## config.mk

```make
export PLATFORM = sky130hd
export DESIGN_NAME = sprite_move_ctrl
export DESIGN_NICKNAME = d
export VERILOG_FILES = /design/src/rtl/sprite_pkg.sv /design/src/rtl/sprite_pos_clamp.sv /design/src/rtl/sprite_move_ctrl.sv
export SDC_FILE = /design/constraint.sdc
export NUM_CORES = 1
export LEC_CHECK = 0
export ABC_AREA = 1
export BUFFER_PORTS_ARGS = -buffer_cell sky130_fd_sc_hd__buf_2
export CORE_MARGIN = 8
export CORE_UTILIZATION = 63
export DETAILED_ROUTE_END_ITERATION = 8
export GPL_TIMING_DRIVEN = 0
export PLACE_DENSITY = 0.86
export RECOVER_POWER = 50
export SETUP_SLACK_MARGIN = 0.02
export SKIP_LAST_GASP = 1
export SYNTH_ARGS = -nofsm -noshare
export SYNTH_HDL_FRONTEND = slang
export SYNTH_SLANG_ARGS = --single-unit
```

## constraint.sdc

```tcl
create_clock -name clk -period 5.5 [get_ports clk]
set_input_delay 0.275 -clock clk [delete_from_list [all_inputs] [get_ports clk]]
set_output_delay 0.275 -clock clk [all_outputs]
set_load 0.02 [all_outputs]
```

## src/rtl/sprite_pkg.sv

```systemverilog
// rtl/sprite_pkg.sv - shared types and geometry for the sprite move sequencer
package sprite_pkg;

  typedef enum logic [2:0] {
    S_SYNC,
    S_LOAD,
    S_DRAW,
    S_IDLE,
    S_CLEAR
  } state_t;

  localparam int SPRITE_W  = 4;
  localparam int SPRITE_H  = 4;
  localparam int SCREEN_W  = 160;
  localparam int SCREEN_H  = 120;
  localparam int PHASE_LEN = SPRITE_W * SPRITE_H;
  localparam int CNT_W     = $clog2(PHASE_LEN);

  // Signed per-axis step; opposing requests cancel to zero.
  function automatic logic signed [8:0] axis_step(input logic pos, input logic neg, input int step);
    if (pos && !neg) return $signed(9'(step));
    if (neg && !pos) return -$signed(9'(step));
    return '0;
  endfunction

endpackage

```

## src/rtl/sprite_pos_clamp.sv

```systemverilog
// rtl/sprite_pos_clamp.sv - applies a signed step to the origin and clamps it to the screen
module sprite_pos_clamp #(
  parameter int X_MAX = 156,
  parameter int Y_MAX = 116
) (
  input  logic [7:0]        x,
  input  logic [6:0]        y,
  input  logic signed [8:0] dx,
  input  logic signed [8:0] dy,
  output logic [7:0]        nx,
  output logic [6:0]        ny,
  output logic              moved
);

  logic signed [8:0] sx;
  logic signed [8:0] sy;

  // 9-bit signed sums so stepping below 0 or past the top never wraps.
  always_comb begin
    sx = $signed({1'b0, x}) + dx;
    sy = $signed({2'b00, y}) + dy;
    if (sx[8])                          nx = '0;
    else if (sx > $signed(9'(X_MAX)))   nx = 8'(X_MAX);
    else                                nx = sx[7:0];
    if (sy[8])                          ny = '0;
    else if (sy > $signed(9'(Y_MAX)))   ny = 7'(Y_MAX);
    else                                ny = sy[6:0];
    moved = (nx != x) || (ny != y);
  end

endmodule

```

## src/rtl/sprite_move_ctrl.sv

```systemverilog
// rtl/sprite_move_ctrl.sv - clear/load/draw command sequencer for the 4x4 sprite stage
module sprite_move_ctrl
  import sprite_pkg::*;
#(
  parameter int X_INIT = 72,
  parameter int Y_INIT = 52,
  parameter int STEP   = 1,
  parameter int X_MAX  = 156,
  parameter int Y_MAX  = 116
) (
  input  logic       clk,
  input  logic       resetn,
  input  logic       tick,
  input  logic       move_left,
  input  logic       move_right,
  input  logic       move_up,
  input  logic       move_down,
  input  logic       complete,
  output logic       draw,
  output logic       clear,
  output logic       shift_h,
  output logic       shift_v,
  output logic       load,
  output logic [6:0] shift_amount,
  output logic [7:0] load_x,
  output logic [6:0] load_y,
  output logic       plot,
  output logic       busy,
  output logic       err
);

  state_t            state, state_nxt;
  logic [CNT_W-1:0]  cnt;
  logic [7:0]        next_x;
  logic [6:0]        next_y;
  logic [7:0]        nx;
  logic [6:0]        ny;
  logic              moved;
  logic              in_phase;
  logic              phase_end;
  logic signed [8:0] dx, dy;

  assign dx        = axis_step(move_right, move_left, STEP);
  assign dy        = axis_step(move_down, move_up, STEP);
  assign in_phase  = (state == S_DRAW) || (state == S_CLEAR);
  assign phase_end = in_phase && (cnt == CNT_W'(PHASE_LEN - 1));

  assign busy         = (state != S_IDLE);
  assign shift_v      = 1'b0;
  assign shift_amount = 7'd0;

  sprite_pos_clamp #(.X_MAX(X_MAX), .Y_MAX(Y_MAX)) u_clamp (
    .x     (load_x),
    .y     (load_y),
    .dx    (dx),
    .dy    (dy),
    .nx    (nx),
    .ny    (ny),
    .moved (moved)
  );

  // State register; reset parks in SYNC to realign the free-running sprite pointer.
  always_ff @(posedge clk or negedge resetn) begin
    if (!resetn) state <= S_SYNC;
    else         state <= state_nxt;
  end

  // Next state plus Moore command decode, so commands are stable at every negedge.
  always_comb begin
    state_nxt = state;
    draw      = 1'b0;
    clear     = 1'b0;
    shift_h   = 1'b0;
    load      = 1'b0;
    plot      = 1'b0;
    case (state)
      S_SYNC: begin
        draw  = 1'b1;
        clear = 1'b1;
        if (complete) state_nxt = S_LOAD;
      end
      S_LOAD: begin
        draw      = 1'b1;
        load      = 1'b1;
        state_nxt = S_DRAW;
      end
      S_DRAW: begin
        draw    = 1'b1;
        shift_h = 1'b1;
        plot    = 1'b1;
        if (phase_end) state_nxt = complete ? S_IDLE : S_SYNC;
      end
      S_CLEAR: begin
        draw  = 1'b1;
        clear = 1'b1;
        plot  = 1'b1;
        if (phase_end) state_nxt = complete ? S_LOAD : S_SYNC;
      end
      S_IDLE: begin
        if (tick && moved) state_nxt = S_CLEAR;
      end
      default: state_nxt = S_SYNC;
    endcase
  end

  // Phase counter, pending/active origin and sticky pointer-misalignment flag.
  always_ff @(posedge clk or negedge resetn) begin
    if (!resetn) begin
      cnt    <= '0;
      load_x <= 8'(X_INIT);
      load_y <= 7'(Y_INIT);
      next_x <= 8'(X_INIT);
      next_y <= 7'(Y_INIT);
      err    <= 1'b0;
    end else begin
      cnt <= in_phase ? cnt + CNT_W'(1) : '0;
      if (state == S_IDLE && state_nxt == S_CLEAR) begin
        next_x <= nx;
        next_y <= ny;
      end
      if (state != S_LOAD && state_nxt == S_LOAD) begin
        load_x <= next_x;
        load_y <= next_y;
      end
      if (phase_end && !complete) err <= 1'b1;
    end
  end

endmodule

```

# After elaboration in Yosys (flattened, before gate mapping)
# Cells that the tools add are included.
# totals
elab_cells	74
output_inout_bits	30
input_bits	8
ff_bits	38
# classes
n_lt_le_gt_ge	2
mux	31
eq_ne	11
add_sub_neg	3
reduce_logical	20
# ops
operator	n
$mux W9	8
$mux W8	2
$pmux W3 S5	1
$mux W7	2
$mux W1	12
$mux W3	4
$add A8 B9 Y9	1
$add A9 B9 Y9	1
$gt A9 B8 Y1 const B	1
$gt A9 B9 Y1 const B	1
$logic_and A1 B1 Y1	9
$ne A8 B8 Y1	1
$ne A7 B7 Y1	1
$eq A3 B1 Y1 const B	2
$eq A3 B2 Y1 const B	2
$eq A3 B3 Y1 const B	2
$logic_not A1 Y1	5
$add A4 B1 Y4 const B	1
$eq A4 B4 Y1 const B	1
$mux W4	1
$reduce_or A2 Y1	2
$reduce_or A4 Y1	1
$logic_not A3 Y1	1
$ne A3 B1 Y1 const B	1
other kinds (3)	4

# Longest topological paths before layout
# depth
ltp_word	17
ltp_mapped	31
depth_no_buf	29

# By module
# Synthesis repeated with hierarchy kept, for this count alone.
# unflattened
cells_unflattened	463
hier_area_um2	3265.6
# modules_own_cells
mod	area_per_inst_um2	cells_per_inst	seq_area_each_um2	n_inst
sprite_move_ctrl	1747.9	165	963.4	1
sprite_pos_clamp	1517.7	298	0.0	1

# Least setup slack after synthesis
# OpenSTA, ideal clock, no wires.
# synth_timing
path_kind	input port to flip-flop
startpoint	input move_down
endpoint	register load_x[1]
t_required_ns	5.382
setup_time_ns	0.118
arrival_time_ns	2.697
stages	29
path_buffers	2
setup_slack_ns	2.685
path_cell_list	inv_1 -> ha_1 -> buf_6 -> inv_2 -> nand2_1 -> nand2_1 -> inv_1 -> ha_1 -> a21oi_1 -> inv_1 -> nand3_1 -> nand2_1 -> nand2_1 -> nand2_1 -> nand2_1 -> nand2_1 -> nor2_1 -> nand3_1 -> nand2_1 -> nand2_1 -> nor2_1 -> nand3_1 -> nor2_1 -> nand2_1 -> nand2_2 -> nand2_4 -> buf_2 -> nand4_1 -> nand2_1
# synth_via
elab_chain_len	17
word_cells_on_any_way	20
cone_classes	add/sub (1); order compare (1); eq/ne (2); mux (10); reduce/logical (6)
# synth_lines
item	line_no	source
from (decl)	sprite_move_ctrl.sv:17	input logic move_down,
$logic_not A1 Y1	sprite_pkg.sv:22	if (neg && !pos) return -$signed(9'(step));
$logic_and A1 B1 Y1	sprite_pkg.sv:22	
$mux W1 (2 in a row)	sprite_pkg.sv:22	
$mux W9	sprite_pkg.sv:23	return '0;
$mux W9 (*)	sprite_pkg.sv:22	
$add A8 B9 Y9 (*)	sprite_pos_clamp.sv:21	sy = $signed({2'b00, y}) + dy;
$gt A9 B8 Y1	sprite_pos_clamp.sv:26	else if (sy > $signed(9'(Y_MAX))) ny = 7'(Y_MAX);
$mux W7	sprite_pos_clamp.sv:26	
$mux W7 (*)	sprite_pos_clamp.sv:25	if (sy[8]) ny = '0;
$ne A7 B7 Y1 (*)	sprite_pos_clamp.sv:28	moved = (nx != x) || (ny != y);
$logic_or A1 B1 Y1 (*)	sprite_pos_clamp.sv:28	
$logic_and A1 B1 Y1 (*)	sprite_move_ctrl.sv:100	if (tick && moved) state_nxt = S_CLEAR;
$mux W3 (*)	sprite_move_ctrl.sv:100	
$pmux W3 S5 (*)	sprite_move_ctrl.sv:76	case (state)
$eq A3 B1 Y1 (*)	sprite_move_ctrl.sv:121	if (state != S_LOAD && state_nxt == S_LOAD) begin
$logic_and A1 B1 Y1 (*)	sprite_move_ctrl.sv:121	
to (signal assigned)	sprite_move_ctrl.sv:110	load_x <= 8'(X_INIT);
to (signal assigned)	sprite_move_ctrl.sv:122	load_x <= next_x;
to (decl)	sprite_move_ctrl.sv:25	output logic [7:0] load_x,
# Mark *: on every way between the ends. The rest lies on a longest branch, timed or not. The select of a mux whose other input is x is not followed.
# A chain may end at the register's enable or synchronous reset.

# Worst setup path in the final report
# layout_timing
startpoint	register load_y[1]
endpoint	register next_x[1]
# layout_via
elab_chain_len	11
# layout_lines
item	line_no	source
from (decl)	sprite_move_ctrl.sv:26	output logic [6:0] load_y,
from (signal assigned)	sprite_move_ctrl.sv:111	load_y <= 7'(Y_INIT);
from (signal assigned)	sprite_move_ctrl.sv:123	load_y <= next_y;
$add A8 B9 Y9	sprite_pos_clamp.sv:21	
$gt A9 B8 Y1	sprite_pos_clamp.sv:26	
$mux W7	sprite_pos_clamp.sv:26	
$mux W7	sprite_pos_clamp.sv:25	
$ne A7 B7 Y1 (*)	sprite_pos_clamp.sv:28	
$logic_or A1 B1 Y1 (*)	sprite_pos_clamp.sv:28	
$logic_and A1 B1 Y1 (*)	sprite_move_ctrl.sv:100	
$mux W3 (*)	sprite_move_ctrl.sv:100	
$pmux W3 S5 (*)	sprite_move_ctrl.sv:76	
$eq A3 B3 Y1 (*)	sprite_move_ctrl.sv:117	if (state == S_IDLE && state_nxt == S_CLEAR) begin
$logic_and A1 B1 Y1 (*)	sprite_move_ctrl.sv:117	
to (signal assigned)	sprite_move_ctrl.sv:112	next_x <= 8'(X_INIT);
to (signal assigned)	sprite_move_ctrl.sv:118	next_x <= nx;
to (decl)	sprite_move_ctrl.sv:34	logic [7:0] next_x;
# Mark *: on every way between the ends. The rest lies on a longest branch, timed or not.

==> flow_metrics.env <==
export IMPL_worstPathRequired_ns=5.70
export IMPL_synth_top_family_by_area="simple AND/OR/NAND/NOR gates"
export IMPL_cpMostUsedCell="nand2_1"
export IMPL_grt_max_degree=39
export IMPL_drive_above_1_share_pct=16.20
export IMPL_power_density_mw_per_mm2=473.2
export IMPL_clk_pin_slew_ns=0.08
export IMPL_diodes=0
export IMPL_outcome="finished with violations"
export IMPL_htree_levels=2
export IMPL_violations="capacitance limit, slew limit"
export IMPL_max_vdd_ir_drop_uv=275.3
export IMPL_synth_seq_cells=38
export IMPL_synthCells=456
export IMPL_grt_pass1_vias=2916
export IMPL_rows=25
export IMPL_postCtsResizedCells=0
export IMPL_drtIter0Drc=118
export IMPL_hold_violations=0
export IMPL_most_common_layout_cells="170 x nand2_1, 59 x inv_1, 34 x nand3_1"
export IMPL_synth_async_reset_ratio_pct=100.0
export IMPL_chipWidth_um=85.20
export IMPL_finalCritPeriodShare_pct=56.49
export IMPL_drv_slew=39
export IMPL_routed_wl_um=6994
export IMPL_cts_made_buffers=5
export IMPL_finalSetupViolCount=0
export IMPL_grt_overflow_total=0
export IMPL_ys_flop_type="dfrtp_1"
export IMPL_initial_core_util_pct=64.72
export IMPL_place_gp_congestion=0.8777
export IMPL_synth_warnings=0
export IMPL_wl_per_cell_um=12.62
export IMPL_hold_path_class="in -> reg"
export IMPL_slowest_stage="dfrtp_1"
export IMPL_avgViaCountPerCell=5.283
export IMPL_path_cells="inv_1 -> nand2_1 -> nand2_1 -> inv_1 -> ha_1 -> a21oi_1 -> inv_1 -> nand3_1 -> nand2_1 -> nand2_1 -> nand2_1 -> nand2_1 -> nand2_1 -> inv_1 -> nand2_1 -> nand2_1 -> nand2_1 -> nand4_1 -> nor2_1 -> nand2_1 -> nand3_1 -> clkbuf_2 -> o21ai_0"
export IMPL_arrival_ns=3.30
export IMPL_clock_sinks=38
export IMPL_utilization_pct=71.62
export IMPL_die_height_um=85.20
export IMPL_fin_nets=517
export IMPL_ctsHoldBuffers=0
export IMPL_cts_setup_buffers=0
export IMPL_dp_hpwl_um=5415
export IMPL_fmax_mhz=321.9
export IMPL_synthMuxAreaShare_pct=0
export IMPL_clockRootBuffer="clkbuf_8"
export IMPL_port_buffers=29
export IMPL_cp_slowest_stage_delay_ns=0.45
export IMPL_synth_simple_gate_area_share_pct=42.14
export IMPL_grt_use_total_pct=20.31
export IMPL_cts_tree="yes"
export IMPL_clock_latency_ns=0.30
export IMPL_setup_tns_ns=0
export IMPL_synth_edff_count=0
export IMPL_startpoint_type="register"
export IMPL_antenna_found_initial=0
export IMPL_first_pass_iters=4
export IMPL_grt_pass1_wl_um=12280
export IMPL_max_cap_viol_count=1
export IMPL_worstMarginPinSlew_ns=1.974
export IMPL_synth_compound_area_share_pct=7.673
export IMPL_core_area_mm2=0.004661
export IMPL_clock_path_buffers=2
export IMPL_crit_type="reg -> reg"
export IMPL_slew_headroom_pct=-31.57
export IMPL_avgSynthCellArea_um2=6.615
export IMPL_vias=2927
export IMPL_synthesis_area_mm2=0.003017
export IMPL_synth_adder_area_share_pct=4.148
export IMPL_ys_types=36
export IMPL_io_pins=38
export IMPL_post_route_min_period_ns=3.107
export IMPL_drc=0
export IMPL_synth_xor_area_share_pct=1.701
export IMPL_ant_nets=0
export IMPL_layout_commonest_cell="nand2_1"
export IMPL_die_area_mm2=0.007258
export IMPL_skew_ns=0.009105
export IMPL_grt_setup_unrepaired="no"
export IMPL_power_leakage_uw=0.001869
export IMPL_worst_path_max_fanout=10
export IMPL_ys_seq_area_share_pct=31.94
export IMPL_synthToLayoutAreaGrowth_pct=10.66
export IMPL_worst_setup_path_end_kind="register"
-- layer usage --
metal  vias up  wire length, um  GRT usage [%]
met4         0              183          10.68
met3        14              219          3.282
met1      1349             2931          21.12
li1       1518                -              -
met5         -                0              0
met2        46             3660          38.00
-- Yosys cell counts, types with 3 or more instances --
| cell | count | share of area (%) |
|---|---|---|
| a21oi_1 | 8 | 1.3 |
| buf_2 | 4 | 0.66 |
| buf_4 | 8 | 2.0 |
| buf_6 | 3 | 1.1 |
| dfrtp_1 | 28 | 23 |
| dfstp_2 | 10 | 8.7 |
| ha_1 | 10 | 4.1 |
| inv_1 | 59 | 7.3 |
| inv_2 | 3 | 0.37 |
| nand2_1 | 170 | 21 |
| nand2_2 | 6 | 1.2 |
| nand3_1 | 34 | 5.6 |
| nand3b_1 | 3 | 0.75 |
| nand4_1 | 23 | 4.8 |
| nor2_1 | 30 | 3.7 |
| nor2_2 | 5 | 1.0 |
| nor3_1 | 4 | 0.66 |
| o21ai_0 | 23 | 3.8 |
| xor2_1 | 3 | 0.87 |
-- power breakdown --
part | leakage [uW] | internal (uW) | switching (uW)
Combinational | 0.00135 | 301 | 574
Clock | 0.0000472 | 101 | 101
Sequential | 0.000472 | 399 | 103
Total | 0.00187 | 801 | 779
-- worst paths after layout --
kind	from	to	slack (ns)	depth (start not counted)
hold / removal	tick	state[0]	0.31	3
hold reg to reg	cnt[0]	cnt[0]	0.46	1
setup / recovery	load_y[1]	next_x[1]	2.39	23
max in group asynchronous	resetn	next_x[2]	3.84	1
setup reg to reg	load_y[1]	next_x[1]	2.39	23
min in group asynchronous	resetn	cnt[3]	0.52	1
-- kinds of logic (layout without fill, tap and decap cells) --
family                     Yosys count  in the layout
buffers and inverters               80            117
AOI/OAI and AO/OA                   39             39
and+or+nand+nor                    283            283
adders and majority gates           10             10
DFF                                 38             38
xor gates and xnor gates             5              5
other                                1              8
-- sequential cells by signal (all words and copies together) (netlist names) --
name and flops:
load_x 8, next_x 8, load_y 7, next_y 7, cnt 4, state 3, err 1
-- critical path: cells and delay by family (launching register included) --
family	cells	cell delay, ns
simple gates	15	1.27
buf+inv	5	0.68
flops	1	0.45
compound gates	2	0.41
fa+ha+maj	1	0.19
-- area by class of cell --
type	instances	area, um^2
tap	54	67.56
fill	412	1323
sequential	38	963.4
timing repair buffer	29	132.6
clock buffer	6	82.58
multi-input combinational	345	1709
clock inverter	2	12.51
inverter	62	232.7
buffer	18	137.6
-- metrics by stage --
stage	cell area [um^2]	worst slack (ns)	instances	total power (uW)	hold slack, ns
2_1_floorplan	3043	2.685	463	1159	-0.02059
3_3_place_gp	3256	2.220	546	1347	0.4070
3_5_place_dp	3256	2.155	546	1380	0.4126
4_1_cts	3351	2.420	554	1589	0.09231
5_1_grt	3338	2.020	554	1721	0.3244
6_report	3338	2.393	554	1580	0.3140
No activity file was read; power rests on OpenSTA's default activity.
